## src/rtl/uart_pkg.sv

```systemverilog
// rtl/uart_pkg.sv - shared UART types, parity encodings and baud divisor helper
package uart_pkg;

    typedef enum logic [2:0] {
        S_IDLE,
        S_START,
        S_DATA,
        S_PARITY,
        S_STOP
    } rx_state_t;

    localparam int PAR_NONE = 0;
    localparam int PAR_ODD  = 1;
    localparam int PAR_EVEN = 2;

    // Clocks per oversample tick, rounded to nearest.
    function automatic int calc_div(input longint clk_freq, input longint baud,
                                    input longint oversample);
        longint den;
        den = baud * oversample;
        return int'((clk_freq + den / 2) / den);
    endfunction

endpackage

```

## src/rtl/uart_baud_tick.sv

```systemverilog
// rtl/uart_baud_tick.sv - free-running divider emitting a 1-cycle tick every DIV clocks
module uart_baud_tick #(
    parameter int DIV = 326
) (
    input  logic clk,
    input  logic rst_n,
    output logic tick
);

    localparam int CW = (DIV > 1) ? $clog2(DIV) : 1;

    logic [CW-1:0] cnt;

    always_ff @(posedge clk or negedge rst_n) begin
        if (!rst_n) begin
            cnt  <= '0;
            tick <= 1'b0;
        end else if (cnt == CW'(DIV - 1)) begin
            cnt  <= '0;
            tick <= 1'b1;
        end else begin
            cnt  <= cnt + 1'b1;
            tick <= 1'b0;
        end
    end

endmodule

```

## src/rtl/uart_rx_param.sv

```systemverilog
// rtl/uart_rx_param.sv - oversampling UART receiver with error detection and a one-deep output register
module uart_rx_param
    import uart_pkg::*;
#(
    parameter int CLK_FREQ   = 50_000_000,
    parameter int BAUD       = 9600,
    parameter int OVERSAMPLE = 16,
    parameter int DATA_BITS  = 8,
    parameter int PARITY     = 0,
    parameter int STOP_BITS  = 1
) (
    input  logic                 clk,
    input  logic                 rst,
    input  logic                 rxd,
    output logic [DATA_BITS-1:0] rx_data,
    output logic                 rx_valid,
    input  logic                 rx_ready,
    output logic                 rx_done,
    output logic                 frame_err,
    output logic                 parity_err,
    output logic                 break_det,
    output logic                 overrun
);

    localparam int DIV = calc_div(CLK_FREQ, BAUD, OVERSAMPLE);
    localparam int M   = OVERSAMPLE / 2;
    localparam int SCW = $clog2(OVERSAMPLE);
    localparam int BIW = $clog2(DATA_BITS);

    localparam logic [SCW-1:0] SC_LO   = SCW'(M - 1);
    localparam logic [SCW-1:0] SC_MID  = SCW'(M);
    localparam logic [SCW-1:0] SC_HI   = SCW'(M + 1);
    localparam logic [SCW-1:0] SC_LAST = SCW'(OVERSAMPLE - 1);

    rx_state_t            state, state_n;
    logic                 tick;
    logic                 rxd_meta, rxd_s;
    logic                 armed;
    logic [SCW-1:0]       sc;
    logic [BIW-1:0]       bit_idx;
    logic [DATA_BITS-1:0] shreg;
    logic                 samp_lo, samp_mid;
    logic                 par_bit, stop1, stop_idx;
    logic                 maj, at_mid, at_wrap, complete;
    logic                 stop_first, par_exp, fe_new, pe_new, brk_new;

    uart_baud_tick #(.DIV(DIV)) u_tick (
        .clk   (clk),
        .rst_n (rst),
        .tick  (tick)
    );

    // Third vote is the live synchronised sample taken at sc = M+1.
    assign maj     = (samp_lo & samp_mid) | (samp_lo & rxd_s) | (samp_mid & rxd_s);
    assign at_mid  = tick && (sc == SC_HI);
    assign at_wrap = tick && (sc == SC_LAST);

    assign stop_first = stop_idx ? stop1 : maj;
    assign par_exp    = (^shreg) ^ (PARITY == PAR_ODD);
    assign fe_new     = ~stop_first;
    assign pe_new     = (PARITY != PAR_NONE) && (par_bit != par_exp);
    assign brk_new    = (shreg == '0) && ((PARITY == PAR_NONE) || !par_bit) && !stop_first;

    always_ff @(posedge clk or negedge rst) begin
        if (!rst) begin
            state <= S_IDLE;
        end else begin
            state <= state_n;
        end
    end

    always_comb begin
        state_n  = state;
        complete = 1'b0;
        case (state)
            S_IDLE: begin
                if (tick && armed && !rxd_s) state_n = S_START;
            end
            S_START: begin
                if (at_mid && maj) state_n = S_IDLE;
                else if (at_wrap)  state_n = S_DATA;
            end
            S_DATA: begin
                if (at_wrap && (bit_idx == BIW'(DATA_BITS - 1)))
                    state_n = (PARITY != PAR_NONE) ? S_PARITY : S_STOP;
            end
            S_PARITY: begin
                if (at_wrap) state_n = S_STOP;
            end
            S_STOP: begin
                // Leave at mid-bit of the last stop so a back-to-back start edge is seen.
                if (at_mid && (stop_idx == 1'(STOP_BITS - 1))) begin
                    state_n  = S_IDLE;
                    complete = 1'b1;
                end
            end
            default: state_n = S_IDLE;
        endcase
    end

    always_ff @(posedge clk or negedge rst) begin
        if (!rst) begin
            rxd_meta <= 1'b1;
            rxd_s    <= 1'b1;
            armed    <= 1'b0;
            sc       <= '0;
            bit_idx  <= '0;
            shreg    <= '0;
            samp_lo  <= 1'b1;
            samp_mid <= 1'b1;
            par_bit  <= 1'b0;
            stop1    <= 1'b1;
            stop_idx <= 1'b0;
        end else begin
            rxd_meta <= rxd;
            rxd_s    <= rxd_meta;
            if (tick && rxd_s) armed <= 1'b1;
            if (state == S_IDLE) begin
                sc       <= '0;
                bit_idx  <= '0;
                stop_idx <= 1'b0;
            end else if (tick) begin
                sc <= (sc == SC_LAST) ? '0 : sc + 1'b1;
                if (sc == SC_LO)  samp_lo  <= rxd_s;
                if (sc == SC_MID) samp_mid <= rxd_s;
            end
            if (state == S_DATA && at_mid)   shreg   <= {maj, shreg[DATA_BITS-1:1]};
            if (state == S_DATA && at_wrap)  bit_idx <= bit_idx + 1'b1;
            if (state == S_PARITY && at_mid) par_bit <= maj;
            if (state == S_STOP && at_mid && !stop_idx) stop1 <= maj;
            if (state == S_STOP && at_wrap)  stop_idx <= 1'b1;
        end
    end

    always_ff @(posedge clk or negedge rst) begin
        if (!rst) begin
            rx_data    <= '0;
            rx_valid   <= 1'b0;
            rx_done    <= 1'b0;
            frame_err  <= 1'b0;
            parity_err <= 1'b0;
            break_det  <= 1'b0;
            overrun    <= 1'b0;
        end else begin
            rx_done   <= complete;
            break_det <= complete && brk_new;
            overrun   <= 1'b0;
            if (complete && (!rx_valid || rx_ready)) begin
                rx_data    <= shreg;
                frame_err  <= fe_new;
                parity_err <= pe_new;
                rx_valid   <= 1'b1;
            end else if (complete) begin
                overrun <= 1'b1;
            end else if (rx_valid && rx_ready) begin
                rx_valid <= 1'b0;
            end
        end
    end

endmodule

```

## config.mk

```make
export PLATFORM = sky130hd
export DESIGN_NAME = uart_rx_param
export DESIGN_NICKNAME = d
export VERILOG_FILES = /design/src/rtl/uart_pkg.sv /design/src/rtl/uart_baud_tick.sv /design/src/rtl/uart_rx_param.sv
export SDC_FILE = /design/constraint.sdc
export NUM_CORES = 1
export LEC_CHECK = 0
export BUFFER_PORTS_ARGS = -buffer_cell sky130_fd_sc_hd__buf_4
export CAP_MARGIN = 20
export CORE_MARGIN = 2
export CORE_UTILIZATION = 62
export DETAILED_ROUTE_END_ITERATION = 10
export PLACE_DENSITY = 0.82
export REMOVE_ABC_BUFFERS = 1
export SLEW_MARGIN = 20
export SYNTH_ARGS = -nofsm -noshare
export SYNTH_HDL_FRONTEND = slang
export SYNTH_SLANG_ARGS = --single-unit
```

## constraint.sdc

```tcl
create_clock -name clk -period 2.7 [get_ports clk]
set_input_delay 0.27 -clock clk [delete_from_list [all_inputs] [get_ports clk]]
set_output_delay 0.27 -clock clk [all_outputs]
set_load 0.01 [all_outputs]
```

# == Word level (Yosys, flattened, before mapping) ==
# Index checks and enable logic that the tools add are counted.
# classes
add_sub_neg,3
n_eq_ne,16
mux,24
bitwise_logic,8
n_reduce_logical,32
# ops
op,n
3-bit two-way mux,8
1-bit logical AND,17
3-bit case mux with 5 select lines,1
4-bit == test (second input constant),3
4-bit two-way mux,3
1-bit two-way mux,11
9-bit by 1-bit adder with 9-bit output (second input constant),1
9-bit == test (second input constant),1
9-bit two-way mux,1
8-bit zero test,1
2-bit != test (second input constant),4
2-bit nonzero test,4
3-bit by 2-bit == test with 1-bit output (second input constant),2
3-bit == test (second input constant),2
3-bit AND reduction,2
5-bit AND reduction,1
4-bit by 1-bit adder with 4-bit output (second input constant),1
4-bit by 3-bit == test with 1-bit output (second input constant),1
1-bit zero test,4
3-bit by 1-bit adder with 3-bit output (second input constant),1
1-bit AND,3
3-bit by 1-bit == test with 1-bit output (second input constant),1
3-bit zero test,1
3-bit != test (second input constant),1
other kinds (5),8
# totals
register_bits,48
in_bits,4
out_inout_bits,14
elab_cells,102

# == Longest topological paths before layout ==
# logic_depth
ltp_word,8
ltp_mapped,6
mapped_depth_nobuf,5

# == Cells and area by module ==
# From an unflattened synthesis, not the netlist that was laid out.
# hier_totals
hier_cells,174
area_unflattened_um2,2159.6
# by_module_without_submodules
module,instances,cells_each,area_each_um2,seq_area_each_um2
uart_rx_param,1,133,1716.6,957.2
uart_baud_tick,1,41,442.9,250.2

# == Worst setup path after synthesis ==
# Ideal clock, no wire load.
# synth_timing
kind,flip-flop to flip-flop
from,register sc[1]
to,register frame_err
setup_time_ns,0.125
arrival_ns,1.699
required_ns,2.575
path_slack_ns,0.877
path_stages_with_launch,6
path_buffers,0
synth_period_minus_slack_ns,1.823
path_cell_list,dfrtp_1 inv_1 ha_1 nand4b_2 nor4b_4 mux2_2
# synth_between
elab_chain_len,6
# synth_lines
item,line_no,text
"start, declared",uart_rx_param.sv:39,logic [SCW-1:0] sc;
"start signal, assigned",uart_rx_param.sv:123,sc <= (sc == SC_LAST) ? '0 : sc + 1'b1;
4-bit == test,uart_rx_param.sv:55,assign at_mid = tick && (sc == SC_HI);
1-bit logical AND,uart_rx_param.sv:55,
1-bit logical AND,uart_rx_param.sv:92,if (at_mid && (stop_idx == 1'(STOP_BITS - 1))) begin
1-bit two-way mux,uart_rx_param.sv:92,
1-bit two-way mux,uart_rx_param.sv:75,case (state)
1-bit logical AND,uart_rx_param.sv:148,if (complete && (!rx_valid || rx_ready)) begin
"end signal, assigned",uart_rx_param.sv:150,frame_err <= fe_new;
"end, declared",uart_rx_param.sv:19,"output logic frame_err,"
# No other way between the ends.
# A chain may end at the register's enable or synchronous reset.

# == Final worst setup path ==
# layout_timing
from,register sc[1]
to,register rx_data[5]
# layout_between
elab_chain_len,6
# layout_lines
item,line_no,text
4-bit == test,uart_rx_param.sv:55,
1-bit logical AND,uart_rx_param.sv:55,
1-bit logical AND,uart_rx_param.sv:92,
1-bit two-way mux,uart_rx_param.sv:92,
1-bit two-way mux,uart_rx_param.sv:75,
1-bit logical AND,uart_rx_param.sv:148,
"end signal, assigned",uart_rx_param.sv:149,rx_data <= shreg;
"end, declared",uart_rx_param.sv:15,"output logic [DATA_BITS-1:0] rx_data,"
# No other way between the ends.

==> impl_metrics.yaml <==
cts:
  cts_resized: 0
  ctsHtreeMaxLevel: 2
  clk_pin_slew_ns: 0.13
  cts_tree: "built"
  cts_buffer_depth: 2
  root_buffer: "clkbuf_4"
  cts_num_sinks: 48
  cts_buffers: 5
  insertion_delay_ns: 0.37
setup_path:
  critPathCaptureType: "flip-flop"
  path_class: "reg2reg"
  required_ns: 2.95
  r2r_slack_ns: 0.63
  rr_startpoint: "sc[1]"
  critical_path_buf_inv_count: 1
  reg2reg_to: "rx_data[5]"
  crit_family: "simple AND/OR/NAND/NOR gates"
  cp_max_fo: 9
  reg2regPathDepth: 5
  arrival_ns: 2.32
  slowest_delay_ns: 0.65
  crit_path_cell_trace: "inv_1, ha_1, nand4b_2, nor4b_4, mux2_2"
  slowest_stage: "nor4b_4"
  cp.depth: 5
  crit_path_start_kind: "flip-flop"
power:
  total_power_uw: 1060
  ir_drop_mv: 0.295
  power_density_nw_per_um2: 449
  leakagePower_uw: 0.00112
sta:
  period_minus_slack_ns: 2.07
  rsz0062_at_grt: "false"
  finalCritPeriodShare: 0.767
  timing.setup.tns_ns: 0
  slew_headroom: 0.580
  fmax_mhz: 483
  slew_violations: 0
  tightest_slew_ns: 0.627
  finalHoldViolCount: 0
  fin_worst_skew_ns: 0.0237
  hold_slack_ns: 0.231
  setup_viol: 0
die:
  coreArea_um2: 3310
  ioPinCount: 18
  fp.dieH_um: 62.7
  dieArea_um2: 3930
  dieWidth_um: 62.7
  fp-row-count: 21
  initial_core_util: 0.646
logic_synthesis:
  synth_edf_count: 0
  yosysUniqueCellTypes: 39
  synthCells: 172
  synthFlopType: "dfrtp_1"
  yosysSeqAreaShare: 0.565
  syn_area_per_cell_um2: 12.4
  yosysWarnings: 0
  async_reset_ff_frac: 1.00
  ys_seq_elements: 48
  syn_area_um2: 2140
min_path:
  hold_start: "rx_ready"
  hp-class: "in2reg"
  hold-path-endpoint: "overrun"
  hold_depth: 3
route:
  drt-total-wl_um: 3620
  ant_nets: 0
  viasPerCell: 5.82
  drtIter0Drc: 53
  drcViolationCount: 0
  wl_per_cell_um: 15.2
  routed-via-count: 1385
  drt-pass1-iter-count: 4
final_layout:
  final_common_cell: "dfrtp_1"
  finish.instance_area_um2: 2360
  nets: 202
  n_antenna_cell: 0
  drive_gt1_frac: 0.271
  layout_common_cells: "dfrtp_1, mux2_2, buf_4"
  fillers: 246
  layout-area-overhead-vs-synth_pct: 10.7
  stdcell_count: 238
place:
  gp_congestion: 0.798
  port_buffers: 16
  placed_area_um2: 2290
  dp_hpwl_um: 2500
  place_inst: 228
status:
  status: "completed"
global_route:
  grtUsageTotal: 0.207
  grt_max_degree: 49
  grt_pass1_vias: 1415
  grt_antenna_before_repair: 0
  grt_pass1_wl_um: 6380
  grt_overflow: 0
flow_run:
  maxCapViolCount: 0
## routing by layer
layer / routed length (um) / track usage
met3: 122 / 0.0432
met2: 1850 / 0.349
met5: 0 / 0
met4: 72 / 0.0833
met1: 1580 / 0.262
## synthesized netlist by cell type (all sizes together) (2+ instances only)
| cell | n | area, um2 |
|---|---|---|
| xnor2 | 4 | 35.0 |
| ha | 7 | 87.6 |
| buf | 2 | 12.5 |
| nor3b | 3 | 22.5 |
| o21ai | 10 | 50.1 |
| and3 | 3 | 18.8 |
| a21oi | 6 | 30.0 |
| mux2i | 5 | 50.1 |
| nand4 | 2 | 12.5 |
| or3 | 3 | 18.8 |
| nor2 | 11 | 41.3 |
| clkbuf | 5 | 18.8 |
| nand3 | 6 | 30.0 |
| nand2 | 3 | 11.3 |
| dfrtp | 43 | 1080 |
| dfstp | 5 | 131 |
| inv | 5 | 18.8 |
| nor3 | 3 | 15.0 |
| and4 | 2 | 17.5 |
| mux2 | 20 | 225 |
| xor2 | 2 | 17.5 |
| nand2b | 3 | 18.8 |
| nor4 | 3 | 18.8 |
| nand4b | 3 | 32.5 |
## through the flow
step | util | setup WS (ns)
floorplan | - | 0.873
global placement | 0.692 | 0.728
detailed placement | 0.692 | 0.652
CTS | 0.711 | 0.633
global route | 0.714 | 0.513
finish | 0.714 | 0.628
## worst max-delay path by stage
stage	start	end	slack, ns
6_report	sc[1]	rx_data[5]	0.63
5_1_grt	sc[1]	rx_data[5]	0.51
3_3_place_gp	sc[1]	rx_data[3]	0.73
4_1_cts	sc[1]	frame_err	0.63
2_1_floorplan	state[2]	frame_err	0.87
3_5_place_dp	sc[1]	rx_data[5]	0.65
## cell type report
type	count	area, um2	area share
well taps	46	57.6	0.0243
repair buffers	19	148	0.0624
flip-flops and latches	48	1210	0.511
clock buffers	6	41.3	0.0175
multi-input cells	112	880	0.372
clock inverters	2	12.5	0.00529
inverters	5	18.8	0.00794
## flip-flops by register name, indices dropped and copies added, names as in the netlist, 3 cells and up
signal,cells
u_tick.cnt,9
state,3
bit_idx,3
shreg,8
sc,4
rx_data,8
## timing repair
action                                 4_1_cts  5_1_grt
buffers inserted                             0        0
endpoints found under the hold margin       43        1
hold buffers                                 1        1
## worst reg2reg max path, stage by stage, from the launching register on
cell	delay, ns
dfrtp_1	0.45
inv_1	0.10
ha_1	0.16
nand4b_2	0.22
nor4b_4	0.65
mux2_2	0.40
## report_power, final
part	total, uW	switching (uW)	internal, uW
Clock	319	219	101
Sequential	723	1.04	722
Combinational	19.0	13.9	5.09
Total	1060	234	828
## logic make-up (layout without fill, tap and decap cells)
kind of cell,after synthesis,count (layout),share of synthesized area
AO/OA/AOI/OAI,20,20,0.0521
XOR/XNOR,6,6,0.0246
adder cells (fa/ha/maj),8,8,0.0457
buffers and inverters,12,32,0.0234
flip-flops,48,48,0.565
multiplexers,25,25,0.129
other,1,1,0.00175
AND/OR/NAND/NOR,52,52,0.159
Power figures use the tool's default switching activity.
